`src/rtl/fetch_ctrl.sv`:
```
// Instruction-fetch sequencer: issues PC fetches, tracks in-flight requests and buffers {inst, pc} for decode.
// Optional macro FETCH_BYPASS_EN forwards a live response straight to decode when the buffer is empty.
module fetch_ctrl #(
    parameter int DEPTH = 2
) (
    input  logic        i_clk,
    input  logic        i_rst,
    input  logic [31:0] i_pc_addr,
    input  logic        i_redirect,
    input  logic        i_halt,
    output logic        o_pc_hold,
    output logic        o_mem_req,
    output logic [31:0] o_mem_addr,
    input  logic        i_mem_gnt,
    input  logic        i_mem_rvalid,
    input  logic [31:0] i_mem_rdata,
    output logic        o_inst_valid,
    output logic [31:0] o_inst,
    output logic [31:0] o_inst_pc,
    input  logic        i_dec_ready,
    output logic        o_busy
);
    localparam int AW = $clog2(DEPTH);
    localparam int CW = AW + 1;
    localparam logic [CW-1:0] DEPTH_C = CW'(DEPTH);

    typedef enum logic [1:0] {
        ST_RUN,
        ST_DRAIN,
        ST_HALT
    } state_t;

    state_t state_q, state_d;

    logic [CW-1:0] out_cnt, drop_cnt, buf_cnt, live, drop_d;
    logic [AW-1:0] pc_wr, pc_rd, buf_wr, buf_rd;
    logic [31:0]   pc_mem   [DEPTH];
    logic [31:0]   inst_mem [DEPTH];
    logic [31:0]   ipc_mem  [DEPTH];

    logic          gnt_acc, resp_ok, resp_drop, resp_live;
    logic          buf_push, buf_pop, bypass;
    logic [CW:0]   credit_used;

    assign live    = out_cnt - drop_cnt;
    assign buf_pop = (buf_cnt != '0) & ~i_redirect & i_dec_ready;

    // A pop this cycle returns its credit immediately, so fetch can refill in the same cycle.
    assign credit_used = {1'b0, buf_cnt} - {{CW{1'b0}}, buf_pop} + {1'b0, live};

    assign o_mem_req  = ~i_rst & ~i_halt & (out_cnt < DEPTH_C)
                      & (i_redirect | (credit_used < {1'b0, DEPTH_C}));
    assign o_mem_addr = i_pc_addr;
    assign gnt_acc    = o_mem_req & i_mem_gnt;
    assign o_pc_hold  = ~gnt_acc;

    // With out_cnt = 0 a response has no owner and is ignored entirely.
    assign resp_ok   = i_mem_rvalid & (out_cnt != '0);
    assign resp_drop = resp_ok & (drop_cnt != '0);
    assign resp_live = resp_ok & (drop_cnt == '0) & ~i_redirect;

`ifdef FETCH_BYPASS_EN
    assign bypass = resp_live & (buf_cnt == '0) & i_dec_ready;
`else
    assign bypass = 1'b0;
`endif

    assign buf_push = resp_live & ~bypass;

    assign o_inst_valid = ((buf_cnt != '0) & ~i_redirect) | bypass;
    assign o_inst       = bypass ? i_mem_rdata   : inst_mem[buf_rd];
    assign o_inst_pc    = bypass ? pc_mem[pc_rd] : ipc_mem[buf_rd];
    assign o_busy       = (out_cnt != '0) | (buf_cnt != '0);

    // A redirect turns everything still in flight into responses to discard.
    assign drop_d = i_redirect ? (out_cnt - CW'(resp_ok)) : (drop_cnt - CW'(resp_drop));

    // NOTE: every output of a combinational block gets a default first so no latch is inferred.
    always_comb begin
        state_d = state_q;
        unique case (state_q)
            ST_RUN: begin
                if (i_halt)              state_d = ST_HALT;
                else if (drop_d != '0)   state_d = ST_DRAIN;
            end
            ST_DRAIN: begin
                if (i_halt)              state_d = ST_HALT;
                else if (drop_d == '0)   state_d = ST_RUN;
            end
            ST_HALT: begin
                if (!i_halt)             state_d = (drop_d != '0) ? ST_DRAIN : ST_RUN;
            end
            default:                     state_d = ST_RUN;
        endcase
    end

    // NOTE: sequential state uses non-blocking assignments so all registers update from pre-edge values.
    always_ff @(posedge i_clk) begin
        if (i_rst) begin
            state_q  <= ST_RUN;
            out_cnt  <= '0;
            drop_cnt <= '0;
            buf_cnt  <= '0;
            pc_wr    <= '0;
            pc_rd    <= '0;
            buf_wr   <= '0;
            buf_rd   <= '0;
        end else begin
            state_q  <= state_d;
            out_cnt  <= out_cnt + CW'(gnt_acc) - CW'(resp_ok);
            drop_cnt <= drop_d;
            if (gnt_acc) pc_wr <= pc_wr + AW'(1);
            if (i_redirect) begin
                // Only a request granted in this cycle (written at the old pc_wr) survives.
                pc_rd   <= pc_wr;
                buf_rd  <= buf_wr;
                buf_cnt <= '0;
            end else begin
                if (resp_live) pc_rd  <= pc_rd + AW'(1);
                if (buf_push)  buf_wr <= buf_wr + AW'(1);
                if (buf_pop)   buf_rd <= buf_rd + AW'(1);
                buf_cnt <= buf_cnt + CW'(buf_push) - CW'(buf_pop);
            end
        end
    end

    // NOTE: storage arrays are not reset; the counters and pointers alone define which entries are valid.
    always_ff @(posedge i_clk) begin
        if (gnt_acc) pc_mem[pc_wr] <= i_pc_addr;
        if (buf_push) begin
            inst_mem[buf_wr] <= i_mem_rdata;
            ipc_mem[buf_wr]  <= pc_mem[pc_rd];
        end
    end

endmodule

```
`config.mk`:
```
export PLATFORM = sky130hd
export DESIGN_NAME = fetch_ctrl
export DESIGN_NICKNAME = d
export VERILOG_FILES = /design/src/rtl/fetch_ctrl.sv
export SDC_FILE = /design/constraint.sdc
export NUM_CORES = 1
export LEC_CHECK = 0
export ABC_AREA = 1
export CORE_UTILIZATION = 46
export CTS_CLUSTER_DIAMETER = 120
export DETAILED_ROUTE_END_ITERATION = 8
export GPL_TIMING_DRIVEN = 0
export MAX_ROUTING_LAYER = met4
export PLACE_DENSITY = 0.83
export RECOVER_POWER = 50
export SLEW_MARGIN = 20
export SYNTH_ARGS = -nofsm -noshare
export SYNTH_HDL_FRONTEND = slang
export SYNTH_SLANG_ARGS = --single-unit
```
`constraint.sdc`:
```
create_clock -name i_clk -period 6.3 [get_ports i_clk]
set_input_delay 0.945 -clock i_clk [delete_from_list [all_inputs] [get_ports i_clk]]
set_output_delay 0.945 -clock i_clk [all_outputs]
set_load 0.02 [all_outputs]
```
## Yosys cells after proc, flatten, opt, wreduce, memory -nomap -nowiden

Memories as Yosys holds them, arrays and structs flattened. A register that Yosys moved wholly into a read port is not among the register bits.
Cells that the tools add are included.
Widths: inputs -> output; s select.

| operators by class | value |
|---|---|
| add/subtract/negate cells | 13 |
| order comparisons | 2 |
| reductions and logical operators | 8 |
| bitwise logic cells | 16 |
| mux-type cells | 15 |

Operator list:

| cell | number |
|---|---|
| $mux 1 | 14 |
| $and 1x1->1 | 10 |
| $reduce_bool 2->1 | 5 |
| $sub 2x1->2 | 4 |
| $add 1x1->1 const B | 4 |
| $add 2x1->2 | 2 |
| $not 1->1 | 4 |
| $add 3x2->3 | 1 |
| $lt 3x2->1 const B | 1 |
| $sub 2x1->3 | 1 |
| $logic_not 2->1 | 1 |
| $lt 2x2->1 const B | 1 |
| $mux 2 | 1 |
| $or 1x1->1 | 2 |
| $reduce_and 2->1 | 1 |
| $reduce_or 2->1 | 1 |
| $sub 2x2->2 | 1 |

| storage, ports and cells | value |
|---|---|
| memories kept | 3 |
| RAM bits | 192 |
| register bits after elaboration | 10 |

Memory list:

| name | depth | bits a word | rd ports | clocked after Yosys merged registers in | write ports | RTL line | text |
|---|---|---|---|---|---|---|---|
| inst_mem | 2 | 32 | 1 | 1 | 1 | 38 | `logic [31:0] inst_mem [DEPTH];` |
| ipc_mem | 2 | 32 | 1 | 1 | 1 | 39 | `logic [31:0] ipc_mem [DEPTH];` |
| pc_mem | 2 | 32 | 1 | 1 | 1 | 37 | `logic [31:0] pc_mem [DEPTH];` |

## Logic depth before layout (Yosys ltp)

Gate-level depths: netlist of run 1.

| logic depth | value |
|---|---|
| word-level depth | 11 |
| mapped depth | 18 |
| depth with buffers taken out | 18 |

## Least setup slack after synthesis of run 1

Ideal clock, no wire load.

| timing | value |
|---|---|
| path type | in2reg |
| start | input port i_mem_rvalid |
| end | memory inst_mem[0][0], enable pin |
| cell stages on the path | 4 |
| setup slack | 0.233 ns |
| data arrival time | 5.503 ns |
| data required time | 5.735 ns |
| library setup time | 0.565 ns |
| cells stage by stage | o21ai_2 -> inv_2 -> nand2_2 -> nor3_1 |

| on the way | value |
|---|---|
| word-level cells in the longest chain between the ends | 5 |

RTL lines:

| element | RTL line | text |
|---|---|---|
| from (decl) | 15 | `input logic i_mem_rvalid,` |
| $and 1x1->1 | 58 | `assign resp_ok = i_mem_rvalid & (out_cnt != '0);` |
| $and 1x1->1 (2 in series) | 60 | `assign resp_live = resp_ok & (drop_cnt == '0) & ~i_redirect;` |
| $mux 1 | 130 | `if (buf_push) begin` |
| $mux 1 (implied by the code) | 131 | `inst_mem[buf_wr] <= i_mem_rdata;` |
| to (decl) | 38 |  |

Every way passes these cells.

## Worst setup path in the final report of run 1

| timing | value |
|---|---|
| start | input port i_redirect |
| end | output port o_pc_hold |

| on the way | value |
|---|---|
| word-level cells in the longest chain between the ends | 10 |

RTL lines:

| element | RTL line | text |
|---|---|---|
| from (decl) | 9 | `input logic i_redirect,` |
| $not 1->1 | 46 | `assign buf_pop = (buf_cnt != '0) & ~i_redirect & i_dec_ready;` |
| $and 1x1->1 (2 in series) | 46 |  |
| $sub 2x1->3 | 49 | `assign credit_used = {1'b0, buf_cnt} - {{CW{1'b0}}, buf_pop} + {1'b0, live};` |
| $add 3x2->3 | 49 |  |
| $lt 3x2->1 | 52 | `& (i_redirect \| (credit_used < {1'b0, DEPTH_C}));` |
| $or 1x1->1 (*) | 52 |  |
| $and 1x1->1 (*) | 52 |  |
| $and 1x1->1 (*) | 54 | `assign gnt_acc = o_mem_req & i_mem_gnt;` |
| $not 1->1 (*) | 55 | `assign o_pc_hold = ~gnt_acc;` |
| to (decl) | 11 | `output logic o_pc_hold,` |

Every way passes the cells marked *; elsewhere a longest branch is shown, timed or not.

==> results.md, run 1 <==
Run status:
- The flow ran to the end, but the final reports show violations.
- The checks that failed: max-capacitance violations, max-slew violations.

Min path:
- The path category of the worst min-delay check is flop to flop.
- Counting instances, the worst hold path has a depth of 2.
- The path with the worst hold slack has its endpoint at buf_wr.
- The launch point of the worst hold path is buf_wr.

Die:
- The initial utilization of the core area, before any placement, comes to 47.6%.
- The die is 133 um wide.
- The core region is 16700 um^2.
- The y dimension of the die is 133 um.
- The number of top-level pins is around 170.
- The die outline area is 17800 um^2.
- The site row count is 47.

Timing:
- The worst clock skew is 0.0220 ns.
- Of the available clock period, the critical path in the final layout requires 73.1%.
- At the pin with the least slew margin, the transition time is 1.53 ns.
- The final max-slew violation count is 31.
- Headroom to the max-slew limit came out at -2.63%.
- On the final layout, the worst hold slack is around 0.52 ns.
- The achievable clock frequency is 217 MHz.
- The final-report hold violation count is 0.
- Setup violations remaining at the end of the flow were counted as 0.
- Setup repair after global routing left no endpoint under its margin.
- The time the worst path needs with I/O delays and setup is 4.61 ns.
- The setup TNS after final layout is 0 ns.

Routing:
- The pre-antenna-repair detailed-routing pass consisted of 4 iterations.
- After detailed routing, the number of remaining DRC violations is 0.
- The first routing iteration left 165 violations.
- The routed design has 14700 um of wire.
- The count of nets left with antenna violations once routing finished came out at 0.
- The routed layout has 4280 vias.
- The detail-routed via count per cell is 4.92.
- Dividing the detail-routed wire length by the instance count gives 17.0 um.

Setup path:
- The startpoint identified for the worst register-to-register timing path is out_cnt[1].
- The worst-path maximum fanout is 7.
- Counting cells, the worst reg-to-reg path comes to 7.
- The arrival time reported for the critical path endpoint is 3.66 ns.
- The required arrival time at the worst endpoint is 5.35 ns.
- The endpoint identified for the worst register-to-register timing path is inst_mem[1][0].
- By startpoint and endpoint, the worst setup path is classified as primary input to primary output.
- The type of destination of the critical path is a primary output.
- The internal reg-to-reg setup slack is 3.03 ns.
- Counting stages on the worst path, the most repeated cell is sky130_fd_sc_hd__inv_1.
- STA classifies the critical path startpoint as a primary input.
- The cell with the largest stage delay on the worst path is sky130_fd_sc_hd__dlygate4sd3_1.
- In this design, the stage delay of the slowest critical-path cell is ~0.70 ns.
- The count of buffering cells on the critical path with inverters included is 5.
- Traced cell by cell, the critical path runs through dlygate4sd3_1 -> inv_1 -> nand3_1 -> inv_1 -> nand2_1 -> nand3_1 -> fa_1 -> inv_1 -> nand2_1 -> nand3_4 -> nand2_4 -> nand3_4 -> clkdlybuf4s50_1.
- The critical path's top delay family is buffers and inverters.

Global route:
- The maximum number of pins on one net before global-route repair is 35.
- The number of global-route vias before repair was 4653.
- The first-pass GRT wire length is roughly 23000 um.
- The number of antenna violations at the first check in global routing is 0.
- The remaining global-route overflow is 0.
- Global routing consumed, over all layers together, 17.3% of the routing resources.

Synth:
- Sorting the synthesized cells by area gives the leading types as sky130_fd_sc_hd__edfxtp_1, sky130_fd_sc_hd__mux2_2, sky130_fd_sc_hd__buf_4.
- The number of nets handed over by synthesis was 513.
- The largest total area in the synthesized netlist belongs to sky130_fd_sc_hd__edfxtp_1.
- The distinct cell type count of the synthesized netlist is 31.
- The Yosys step of the flow raised 0 warnings.
- The post-synthesis area per instance is about 18 um^2.
- After synthesis, flip-flops and latches occupy 75.5% of the total area.
- The area fraction of the dominant cell type after synthesis is 72.5%.
- The number of synthesized register bits is 204.
- After synthesis the cells add up to roughly 8000 um^2.
- Synthesis handed over a netlist of 434 instances.

Power:
- The leakage component of the power is 0.00373 uW.
- The post-layout total power is 3400 uW.
- The worst-case vdd ir drop is ~290 uV.
- Dividing total power by cell area gives a power density of 318 nW/um^2.

Clock network:
- The tree built by TritonCTS fans out to 204 sinks.
- The clock tree from TritonCTS is done.
- The number of buffers inserted by hold repair at cts is 0.
- The cell chosen for the clock root is sky130_fd_sc_hd__clkbuf_16.
- After clock tree synthesis, the setup repair step added 0 buffers.
- The clock latency on the worst-skew pair is about 0.5 ns.
- The count of instances resized after the clock tree is built is 0.
- The TritonCTS buffer count is 21.
- After clock tree synthesis, the clock-pin slew on the worst setup and hold paths is ~0.06 ns.
- The deepest level of the CTS H-tree is 1.
- No sink is reached through more buffers than the 3 on the longest clock path.

Finish:
- The post-route netlist has 23.2% of its cells at a drive strength greater than 1.
- For this run, the post-layout net count is 715.
- The final core utilization is about 64%.
- Counting the fill cells in the layout gives 1151.
- The repair_antennas step left the layout with diodes totalling 0.
- The area growth from synthesis to layout is 34.1%.

Place:
- The count of buffers from port buffering is between 150 and 200.
- Once detailed placement completed, the half-perimeter wirelength came to 10100 um.
- The final weighted congestion in routability-driven placement is 0.765.

Run:
- Across the run, the number of max-cap violations was 1.
[stage by stage]
stage | area (um^2) | setup slack (ns) | instances
final | 10700 | 1.69 | 870
after global routing | 10700 | 1.54 | 870
after CTS | 10700 | 1.89 | 870
after detailed placement | 10000 | 1.87 | 833
after global placement | 9930 | -2.72 | 824
after floorplan | 7950 | 0.233 | 434
[layer usage]
| layer | share of wire [%] | GRT usage, % | vias to the layer above |
|---|---|---|---|
| li1 | - | - | 1989 |
| met1 | 41 | 20.4 | 2115 |
| met2 | 52 | 30.4 | 153 |
| met3 | 6.0 | 3.16 | 23 |
| met4 | 1.6 | 4.73 | 0 |
| met5 | 0 | - | - |
[worst max path at each step]
stage / start / end / slack, ns / cells after the start
floorplan: i_mem_rvalid / inst_mem[0][0] / 0.23 / 4
finish: i_redirect / o_pc_hold / 1.69 / 13
detailed placement: i_redirect / o_mem_req / 1.87 / 10
CTS: i_redirect / o_pc_hold / 1.89 / 13
global route: i_redirect / o_mem_req / 1.54 / 11
global placement: i_mem_rvalid / inst_mem[0][14] / -2.72 / 5
[registers in the layout, summed over array words and instances (netlist names), named ones only]
register,flops
inst_mem,64
out_cnt,2
pc_mem,64
buf_cnt,2
pc_rd,1
buf_wr,1
drop_cnt,2
ipc_mem,64
buf_rd,1
pc_wr,1
[cell usage in the layout (no fill, tap or decap), types with 2 or more instances in the layout]
cell type                         netlist  layout
sky130_fd_sc_hd__edfxtp_1             192     192
sky130_fd_sc_hd__clkdlybuf4s50_1        0     104
sky130_fd_sc_hd__dlygate4sd3_1          0      66
sky130_fd_sc_hd__mux2_2                81      64
sky130_fd_sc_hd__buf_4                 41      41
sky130_fd_sc_hd__mux2_1                15      32
sky130_fd_sc_hd__clkbuf_16              0      21
sky130_fd_sc_hd__nand2_1               19      20
sky130_fd_sc_hd__inv_1                 15      16
sky130_fd_sc_hd__nor2_1                12      12
sky130_fd_sc_hd__dfxtp_1               12      12
sky130_fd_sc_hd__clkbuf_1               1      11
sky130_fd_sc_hd__ha_1                   7       7
sky130_fd_sc_hd__o21ai_0                3       5
sky130_fd_sc_hd__a21oi_1                5       5
sky130_fd_sc_hd__clkinv_2               0       5
sky130_fd_sc_hd__xnor2_1                4       4
sky130_fd_sc_hd__nand3_1                3       4
sky130_fd_sc_hd__buf_6                  1       3
sky130_fd_sc_hd__xor2_1                 3       3
sky130_fd_sc_hd__nand3_4                2       2
sky130_fd_sc_hd__inv_2                  4       2
sky130_fd_sc_hd__bufinv_16              0       2
sky130_fd_sc_hd__clkinvlp_4             0       2
sky130_fd_sc_hd__buf_12                 0       2
[worst min-delay path, stage by stage, from the launching register on]
cell	delay [ns]
sky130_fd_sc_hd__dfxtp_1	0.33
sky130_fd_sc_hd__nor2_1	0.10
sky130_fd_sc_hd__nor2_1	0.05
[power breakdown]
| group | internal (uW) | leakage, uW | switching, uW |
|---|---|---|---|
| combinational | 286 | 0.00158 | 316 |
| sequential | 1580 | 0.00183 | 26.9 |
| clock | 697 | 0.000319 | 484 |
[Yosys cell counts, drive strengths merged]
| cell type | number |
|---|---|
| buf | 43 |
| edfxtp | 192 |
| nand3b | 1 |
| a21oi | 5 |
| xor2 | 3 |
| nand2 | 22 |
| ha | 7 |
| nor2 | 13 |
| fa | 1 |
| xnor2 | 4 |
| nor3 | 2 |
| dfxtp | 12 |
| o21ai | 5 |
| inv | 19 |
| nand4 | 1 |
| clkbuf | 1 |
| a21boi | 1 |
| nand3 | 6 |
| mux2 | 96 |
[cells by family (layout without fill, tap and decap cells)]
logic type | count (synthesis) | in the layout | synth area share (%)
DFF | 204 | 204 | 75.5
muxes | 96 | 96 | 13.6
buffers and inverters | 63 | 279 | 5.02
and+or+nand+nor | 45 | 45 | 2.96
AOI/OAI and AO/OA | 11 | 11 | 0.771
adders and majority gates | 8 | 8 | 1.35
xor gates and xnor gates | 7 | 7 | 0.771
[layout make-up]
class	instances	area, um^2	share of cell area [%]
repair buffers	179	1790	16.8
flip-flops and latches	204	6010	56.3
inverters	19	72.6	0.681
clock buffers	26	544	5.11
well taps	220	275	2.58
plain buffers	44	317	2.97
clock inverters	11	113	1.06
multi-input cells	167	1540	14.4
(Power assumes the default switching activity.)
==> run 2: changes to the inputs <==
--- a/config.mk
+++ b/config.mk
@@ -6,12 +6,12 @@
 export NUM_CORES = 1
 export LEC_CHECK = 0
 export ABC_AREA = 1
-export CORE_UTILIZATION = 46
+export CORE_UTILIZATION = 51
 export CTS_CLUSTER_DIAMETER = 120
 export DETAILED_ROUTE_END_ITERATION = 8
 export GPL_TIMING_DRIVEN = 0
 export MAX_ROUTING_LAYER = met4
-export PLACE_DENSITY = 0.83
+export PLACE_DENSITY = 0.87
 export RECOVER_POWER = 50
 export SLEW_MARGIN = 20
 export SYNTH_ARGS = -nofsm -noshare
==> constraint.sdc (replaced) <==
create_clock -name i_clk -period 4.8 [get_ports i_clk]
set_input_delay 0.72 -clock i_clk [delete_from_list [all_inputs] [get_ports i_clk]]
set_output_delay 0.72 -clock i_clk [all_outputs]
set_load 0.02 [all_outputs]
==> run 2 against run 1 <==
The run still ends with max-capacitance violations, max-slew violations left; largest cell class unchanged; total power increased by 27%; sequential share of layout area increased by 0.54 points; via count decreased by 0.47%; critical path type unchanged.
==> results.md, run 2 (same netlist as run 1, synthesis figures left out) <==
Setup path:
- The cell depth of the worst flop-to-flop path is 6 (was 7).
- The cell with the largest stage delay on the worst path is sky130_fd_sc_hd__dlygate4sd3_1 (unchanged).
- The arrival time reported for the critical path endpoint is 3.42 ns (was 3.66 ns).
- The element type at the critical path start is a primary input (unchanged).
- The classification of the worst setup path is primary input to primary output (unchanged).
- The worst-path maximum fanout is 7 (unchanged).
- Critical path, cell by cell: dlygate4sd3_1 -> inv_1 -> nand3_1 -> inv_1 -> nand2_1 -> nand3_1 -> fa_1 -> inv_1 -> nand2_1 -> nand3_4 -> nand2_4 -> nand3_4 -> clkdlybuf4s50_1 (unchanged).
- The required arrival time at the worst endpoint is 4.08 ns (was 5.35 ns).
- The startpoint of the lowest-slack register-to-register path is out_cnt[1] (unchanged).
- The maximum cell stage delay along the critical path is 0.69 ns (was 0.70 ns).
- The most frequent cell on the critical path is sky130_fd_sc_hd__inv_1 (unchanged).
- The type of destination of the critical path is a primary output (unchanged).
- The terminus of the critical flop-to-flop path was inst_mem[0][22] (was inst_mem[1][0]).
- The internal reg-to-reg setup slack is 0.98 ns (was 3.03 ns).
- The start point of the critical path is i_redirect (unchanged).
- The critical path capture point is o_pc_hold (unchanged).

Finish:
- The most frequent standard cell in the layout excluding fill and tap cells is sky130_fd_sc_hd__edfxtp_1 (unchanged).
- The final-layout fill cell count is 987 (was 1151).
- Commonest cells after routing, fill and taps aside: sky130_fd_sc_hd__edfxtp_1, sky130_fd_sc_hd__clkdlybuf4s50_1, sky130_fd_sc_hd__dlygate4sd3_1 (unchanged).
- Top Registers: inst_mem x64, ipc_mem x64, pc_mem x64 (unchanged).
- The post-layout net count was 712 (was 715).
- The fraction of final layout cells sized beyond drive strength 1 is 21.6% (was 23.2%).
- The relative area change from synthesis to final layout is 32.8% (was 34.1%).
- The cell area after layout came to 10600 um^2 (was 10700 um^2).
- The final cell count without fillers is 836 (was 870).

Routing:
- The detailed-route via count is 4260 (was 4280).
- The count of nets left with antenna violations after detail routing is 0 (unchanged).
- The initial detailed-routing violation count came to 172 (was 165).
- The total iterations of the first detailed-routing run is 4 (unchanged).
- The DRC violation count after routing was 0 (unchanged).
- The total routed wirelength is 14700 um (about the same).
- The detail-routed via count per cell is 5.10 (was 4.92).
- The wire length per cell is 17.6 um (was 17.0 um).

Place:
- The instance area after placement is 10000 um^2 (about the same).
- The half-perimeter wire length of the detailed placement result is 10000 um (was 10100 um).
- The final weighted congestion in routability-driven placement came to 0.752 (was 0.765).
- The count of buffers from port buffering is 170 (unchanged).
- The placed cell count was 798 (was 833).
- The setup slack after placement is 0.823 ns (was 1.87 ns).

Timing:
- Static timing analysis puts the maximum clock frequency at 242 MHz.
- The transition time at the pin with the least slew margin came to 2.04 ns (was 1.53 ns).
- The period utilization is 86.2%.
- For the finished layout, the period the worst path requires is 4.14 ns.
- The final-report hold violation count is 0 (unchanged).
- Setup repair after global routing missed its margin: no (unchanged).
- The final max-slew violation count is 14 (was 31).
- The worst max-slew margin expressed relative to the limit came to -37.2% (was -2.63%).
- The setup TNS after final layout was 0 ns (unchanged).
- The total setup violations reported at the end of the flow is 0 (unchanged).
- The worst clock skew is 0.00895 ns (was 0.0220 ns).
- The worst-case setup margin in the final layout is 0.662 ns (was 1.69 ns).

Run status:
- Violated checks: max-capacitance violations, max-slew violations (unchanged).
- Outcome: finished with violations (unchanged).

Power:
- The share of total power consumed by net switching is 24.5% (was 24.4%).
- The leakage component of the power is 0.00369 uW (was 0.00373 uW).
- The power density normalized to cell area is 410 nW/um^2 (was 318 nW/um^2).
- The relative contribution of the clock network to total power was 32.8% (was 34.8%).
- The worst-case vdd ir drop is 306 uV (was 286 uV).
- The combinational cell fraction of total power is 18.3% (was 17.7%).
- The internal power consumption is 3260 uW (was 2570 uW).
- The switching power of the nets is 1060 uW (was 828 uW).
- The part of the total power dissipated in sequential elements was 48.9% (was 47.5%).

Clock network:
- The clock latency on the worst-skew pair came to 0.48 ns (was 0.50 ns).
- The post-CTS setup repair buffer count is 0 (unchanged).
- The buffer levels on the longest clock path came to 3 (unchanged).
- The number of buffers inserted by hold repair at cts is 0 (unchanged).
- The TritonCTS buffer count was 21 (unchanged).
- The deepest level of the CTS H-tree came to 1 (unchanged).
- The cell chosen for the clock root is sky130_fd_sc_hd__clkbuf_16 (unchanged).
- The count of instances resized after the clock tree is built is 0 (unchanged).
- The clock sink total is 204 (unchanged).
- The clock tree from TritonCTS is done (unchanged).
- The clock-pin transition on the worst setup and hold timing paths came to 0.06 ns (about the same).

Die:
- The site row count is 45 (was 47).
- The number of top-level pins is 171 (unchanged).
- The total core area is 15200 um^2 (was 16700 um^2).
- The starting utilization of the core area came to 52.3% (was 47.6%).
- The y dimension of the die is 127 um (was 133 um).
- The die outline area is 16100 um^2 (was 17800 um^2).
- The die width was 127 um (was 133 um).

Global route:
- The maximum number of pins on one net before global-route repair is 41 (was 35).
- The remaining global-route overflow came to 0 (unchanged).
- The aggregate global-route resource usage is 19.1% (was 17.3%).
- The first-pass GRT wire length is 23000 um (was 23100 um).
- The number of antenna violations at the first check in global routing is 1 (was 0).
- The number of global-route vias before repair is 4476 (was 4653).

Min path:
- The path category of the worst min-delay check is flop to flop (unchanged).

Run:
- The count of max-cap constraint violations is 1 (unchanged).
==> run 2: cell count changes in the layout (fill, tap and decap cells not counted), moves of 2 or more <==
cell and change:
sky130_fd_sc_hd__clkinv_2 -2, sky130_fd_sc_hd__mux2_1 +3, sky130_fd_sc_hd__bufinv_16 -2, sky130_fd_sc_hd__buf_4 -3, sky130_fd_sc_hd__clkbuf_1 +2, sky130_fd_sc_hd__buf_8 +2
sky130_fd_sc_hd__clkinv_1 +3, sky130_fd_sc_hd__mux2_2 -3
==> run 2: metrics by stage <==
step / utilization [%] / power (uW) / hold slack, ns
floorplan: - / 2630 / 0.466
global placement: 65.1 / 2920 / 0.493
detailed placement: 66.0 / 2980 / 0.504
CTS: 69.9 / 4400 / 0.512
global route: 69.5 / 4490 / 0.536
finish: 69.5 / 4320 / 0.513
==> run 2: power by group through the flow <==
stage	clock (uW)	combinational [uW]	sequential [uW]
after floorplan	0	480	2150
after global placement	0	767	2160
after detailed placement	0	826	2160
after CTS	1450	833	2120
after global routing	1520	853	2120
final	1420	791	2110
==> run 2: worst max-delay path, delay by kind of cell <==
kind	cells	cell delay, ns
buffers and inverters	5	1.60
and+or+nand+nor	7	0.68
adders and majority gates	1	0.42
==> run 2: cell type report <==
type / count / area [um^2] / area share (%)
sequential: 204 / 6010 / 56.9
multi-input combinational: 167 / 1540 / 14.6
inverter: 19 / 72.6 / 0.687
clock inverter: 8 / 37.5 / 0.355
antenna: 1 / 2.50 / 0.0237
tap: 188 / 235 / 2.23
timing repair buffer: 176 / 1790 / 17.0
buffer: 44 / 317 / 3.00
clock buffer: 29 / 556 / 5.26
==> run 2: how the worst min path moves through the flow <==
stage,from,endpoint,depth (start not counted),slack (ns)
finish,pc_rd,flop,2,0.51
detailed placement,pc_rd,pc_rd,2,0.50
global placement,pc_rd,pc_rd,2,0.49
CTS,pc_rd,flop,2,0.51
global route,pc_rd,flop,2,0.54
floorplan,pc_rd,flop,2,0.47
==> run 2: layer usage <==
metal	track usage [%]	routed length [um]	vias up
li1	-	-	1983
met2	33.1	7370	158
met5	-	0	-
met3	4.09	937	23
met1	22.9	6100	2096
met4	4.48	266	0
==> run 3: changes to the inputs <==
==> constraint.sdc (replaced) <==
create_clock -name i_clk -period 3.9 [get_ports i_clk]
set_input_delay 1.17 -clock i_clk [delete_from_list [all_inputs] [get_ports i_clk]]
set_output_delay 1.17 -clock i_clk [all_outputs]
set_load 0.02 [all_outputs]
==> run 3 against run 2 <==
The flow now finishes without violations; final area increased by 1.6%; largest power group unchanged; count of clock-buffer cells in the layout decreased by 6; critical path type is now flop to primary output; largest cell class unchanged; global-route usage increased by 1.2 points; clock skew increased by 0.011 ns; utilization increased by 1.1 points; via count increased by 1.4%; highest routed layer unchanged; sequential share of layout area decreased by 0.87 points.
==> results.md, run 3 (same netlist as run 1, synthesis figures left out) <==
Clock network:
- The clock tree from TritonCTS was done (unchanged).
- The TritonCTS buffer count came to 21 (unchanged).
- The clock sink total is 204 (unchanged).
- The clock-pin transition on the worst setup and hold timing paths is 0.06 ns (about the same).
- The buffer levels on the longest clock path is 3 (unchanged).
- The deepest level of the CTS H-tree is 1 (unchanged).
- The clock latency on the worst-skew pair came to 0.50 ns (was 0.48 ns).
- The number of buffers inserted by hold repair at cts is 0 (unchanged).
- The cell chosen for the clock root was sky130_fd_sc_hd__clkbuf_16 (unchanged).

Setup path:
- The worst-path maximum fanout is 3 (was 7).
- The type of destination of the critical path is a primary output (unchanged).
- The arrival time reported for the critical path endpoint is 2.70 ns (was 3.42 ns).
- The element type at the critical path start was a flop (was primary input).
- The classification of the worst setup path is flop to primary output (was primary input to primary output).
- The startpoint of the lowest-slack register-to-register path was out_cnt[0] (was out_cnt[1]).
- The required arrival time at the worst endpoint is 2.73 ns (was 4.08 ns).
- The start point of the critical path was out_cnt[0] (was i_redirect).

Place:
- The final weighted congestion in routability-driven placement is 0.808 (was 0.752).
- The instance area after placement is 10000 um^2 (about the same).
- The setup slack after placement is -0.977 ns (was 0.823 ns).
- The half-perimeter wire length of the detailed placement result is 10000 um (about the same).
- The count of buffers from port buffering was 170 (unchanged).

Routing:
- The total routed wirelength is 15700 um (was 14700 um).
- The initial detailed-routing violation count was 243 (was 172).
- The total iterations of the first detailed-routing run is 4 (unchanged).
- The detail-routed via count per cell came to 5.12 (was 5.10).
- The detailed-route via count is 4319 (was 4260).
- The count of nets left with antenna violations after detail routing is 0 (unchanged).
- The wire length per cell is 18.7 um (was 17.6 um).
- The DRC violation count after routing is 0 (unchanged).

Timing:
- The final-report hold violation count is 0 (unchanged).
- Setup repair after global routing missed its margin: yes (was no).
- The achievable clock frequency is 258 MHz.
- The worst max-slew margin expressed relative to the limit is 10.9% (was -37.2%).
- The worst clock skew is 0.0199 ns (was 0.00895 ns).
- The worst-case setup margin in the final layout is 0.0274 ns (was 0.662 ns).
- The time the worst path needs with I/O delays and setup is 3.87 ns.
- The final max-slew violation count came to 0 (was 14).
- The period utilization is roughly 99%.
- The total setup violations reported at the end of the flow was 0 (unchanged).
- The transition time at the pin with the least slew margin came to 1.34 ns (was 2.04 ns).

Global route:
- The remaining global-route overflow is 0 (unchanged).
- The number of antenna violations at the first check in global routing is 0 (was 1).
- The aggregate global-route resource usage is 20.3% (was 19.1%).
- The first-pass GRT wire length is 23900 um (was 23000 um).
- The number of global-route vias before repair was 4541 (was 4476).
- The maximum number of pins on one net before global-route repair was 36 (was 41).

Finish:
- Commonest cells after routing, fill and taps aside: sky130_fd_sc_hd__edfxtp_1, sky130_fd_sc_hd__clkdlybuf4s50_1, sky130_fd_sc_hd__dlygate4sd3_1 (unchanged).
- The most frequent standard cell in the layout excluding fill and tap cells is sky130_fd_sc_hd__edfxtp_1 (unchanged).
- The relative area change from synthesis to final layout is 34.9% (was 32.8%).
- Top Registers: inst_mem x64, ipc_mem x64, pc_mem x64 (unchanged).
- The cell area after layout was 10700 um^2 (was 10600 um^2).
- The fraction of final layout cells sized beyond drive strength 1 came to 25.3% (was 21.6%).
- The number of diodes is 0 (was 1).
- The post-layout net count is 720 (was 712).

Min path:
- The launch point of the worst hold path is buf_wr (was pc_rd).
- The path category of the worst min-delay check is flop to flop (unchanged).

Power:
- The worst-case vdd ir drop is 307 uV (was 306 uV).
- The power density normalized to cell area came to 517 nW/um^2 (was 410 nW/um^2).
- The leakage component of the power is 0.00379 uW (was 0.00369 uW).

Run:
- The count of max-cap constraint violations is 0 (was 1).

Die:
- The number of top-level pins is 171 (unchanged).
- The total core area was 15200 um^2 (unchanged).
- The die outline area is 16100 um^2 (unchanged).
- The die width is 127 um (unchanged).
- The site row count came to 45 (unchanged).
- The starting utilization of the core area was 52.3% (unchanged).
- The y dimension of the die is 127 um (unchanged).

Run status:
- Outcome: complete, no violations (was finished with violations).
==> run 3: path summary, 6_finish.rpt <==
check               end  slack (ns)  cells past startpoint
max           o_pc_hold        0.03                     10
min              buf_wr        0.53                      2
max reg2reg  out_cnt[1]        0.59                     17
min reg2reg      buf_wr        0.53                      2
==> run 3: repair_timing <==
| action | in CTS | in global routing |
|---|---|---|
| buffers inserted | 4 | 4 |
| hold endpoints to repair | 0 | 0 |
| gates resized for setup | 22 | 5 |
| pin swaps | 5 | 6 |
| setup endpoints to repair | 2 | 2 |
==> run 3: power breakdown <==
group	total (uW)	switching (uW)	internal, uW	leakage [uW]
sequential	2610	49.5	2560	0.00183
clock	1910	796	1120	0.000322
combinational	1020	529	490	0.00163
==> run 3: final cells by class <==
| type | instances | area (um^2) |
|---|---|---|
| Clock buffer | 23 | 533 |
| Sequential cell | 204 | 6010 |
| Buffer | 44 | 317 |
| Inverter | 19 | 73.8 |
| Clock inverter | 15 | 119 |
| Fill cell | 942 | 4480 |
| Multi-Input combinational cell | 167 | 1590 |
| Timing Repair Buffer | 184 | 1860 |
| Tap cell | 188 | 235 |
==> run 3: through the flow <==
stage	hold slack, ns	TNS, ns	utilization, %	instances	power, uW
3_5_place_dp	0.496	-13.35	65.8	798	3660
2_1_floorplan	0.466	0	-	434	3230
6_report	0.528	0	70.6	844	5540
4_1_cts	0.514	0	70.4	840	5580
3_3_place_gp	0.494	-143.07	65.1	792	3600
5_1_grt	0.566	-0.0747	70.6	844	5750
==> run 3: critical path: stages (launching register included) <==
cell,delay [ns]
sky130_fd_sc_hd__dfxtp_2,0.36
sky130_fd_sc_hd__inv_4,0.05
sky130_fd_sc_hd__ha_4,0.16
sky130_fd_sc_hd__xnor2_2,0.18
sky130_fd_sc_hd__xor2_1,0.18
sky130_fd_sc_hd__ha_1,0.27
sky130_fd_sc_hd__fa_1,0.59
sky130_fd_sc_hd__nand3_4,0.10
sky130_fd_sc_hd__nand2_4,0.09
sky130_fd_sc_hd__nand3_4,0.06
sky130_fd_sc_hd__buf_6,0.14
==> run 3: metal layers <==
metal	part of all wire (%)	GRT usage (%)	up-vias
met4	2.7	6.86	0
met2	50	34.2	188
met5	0	-	-
met3	6.9	4.09	32
li1	-	-	2004
met1	41	24.4	2095
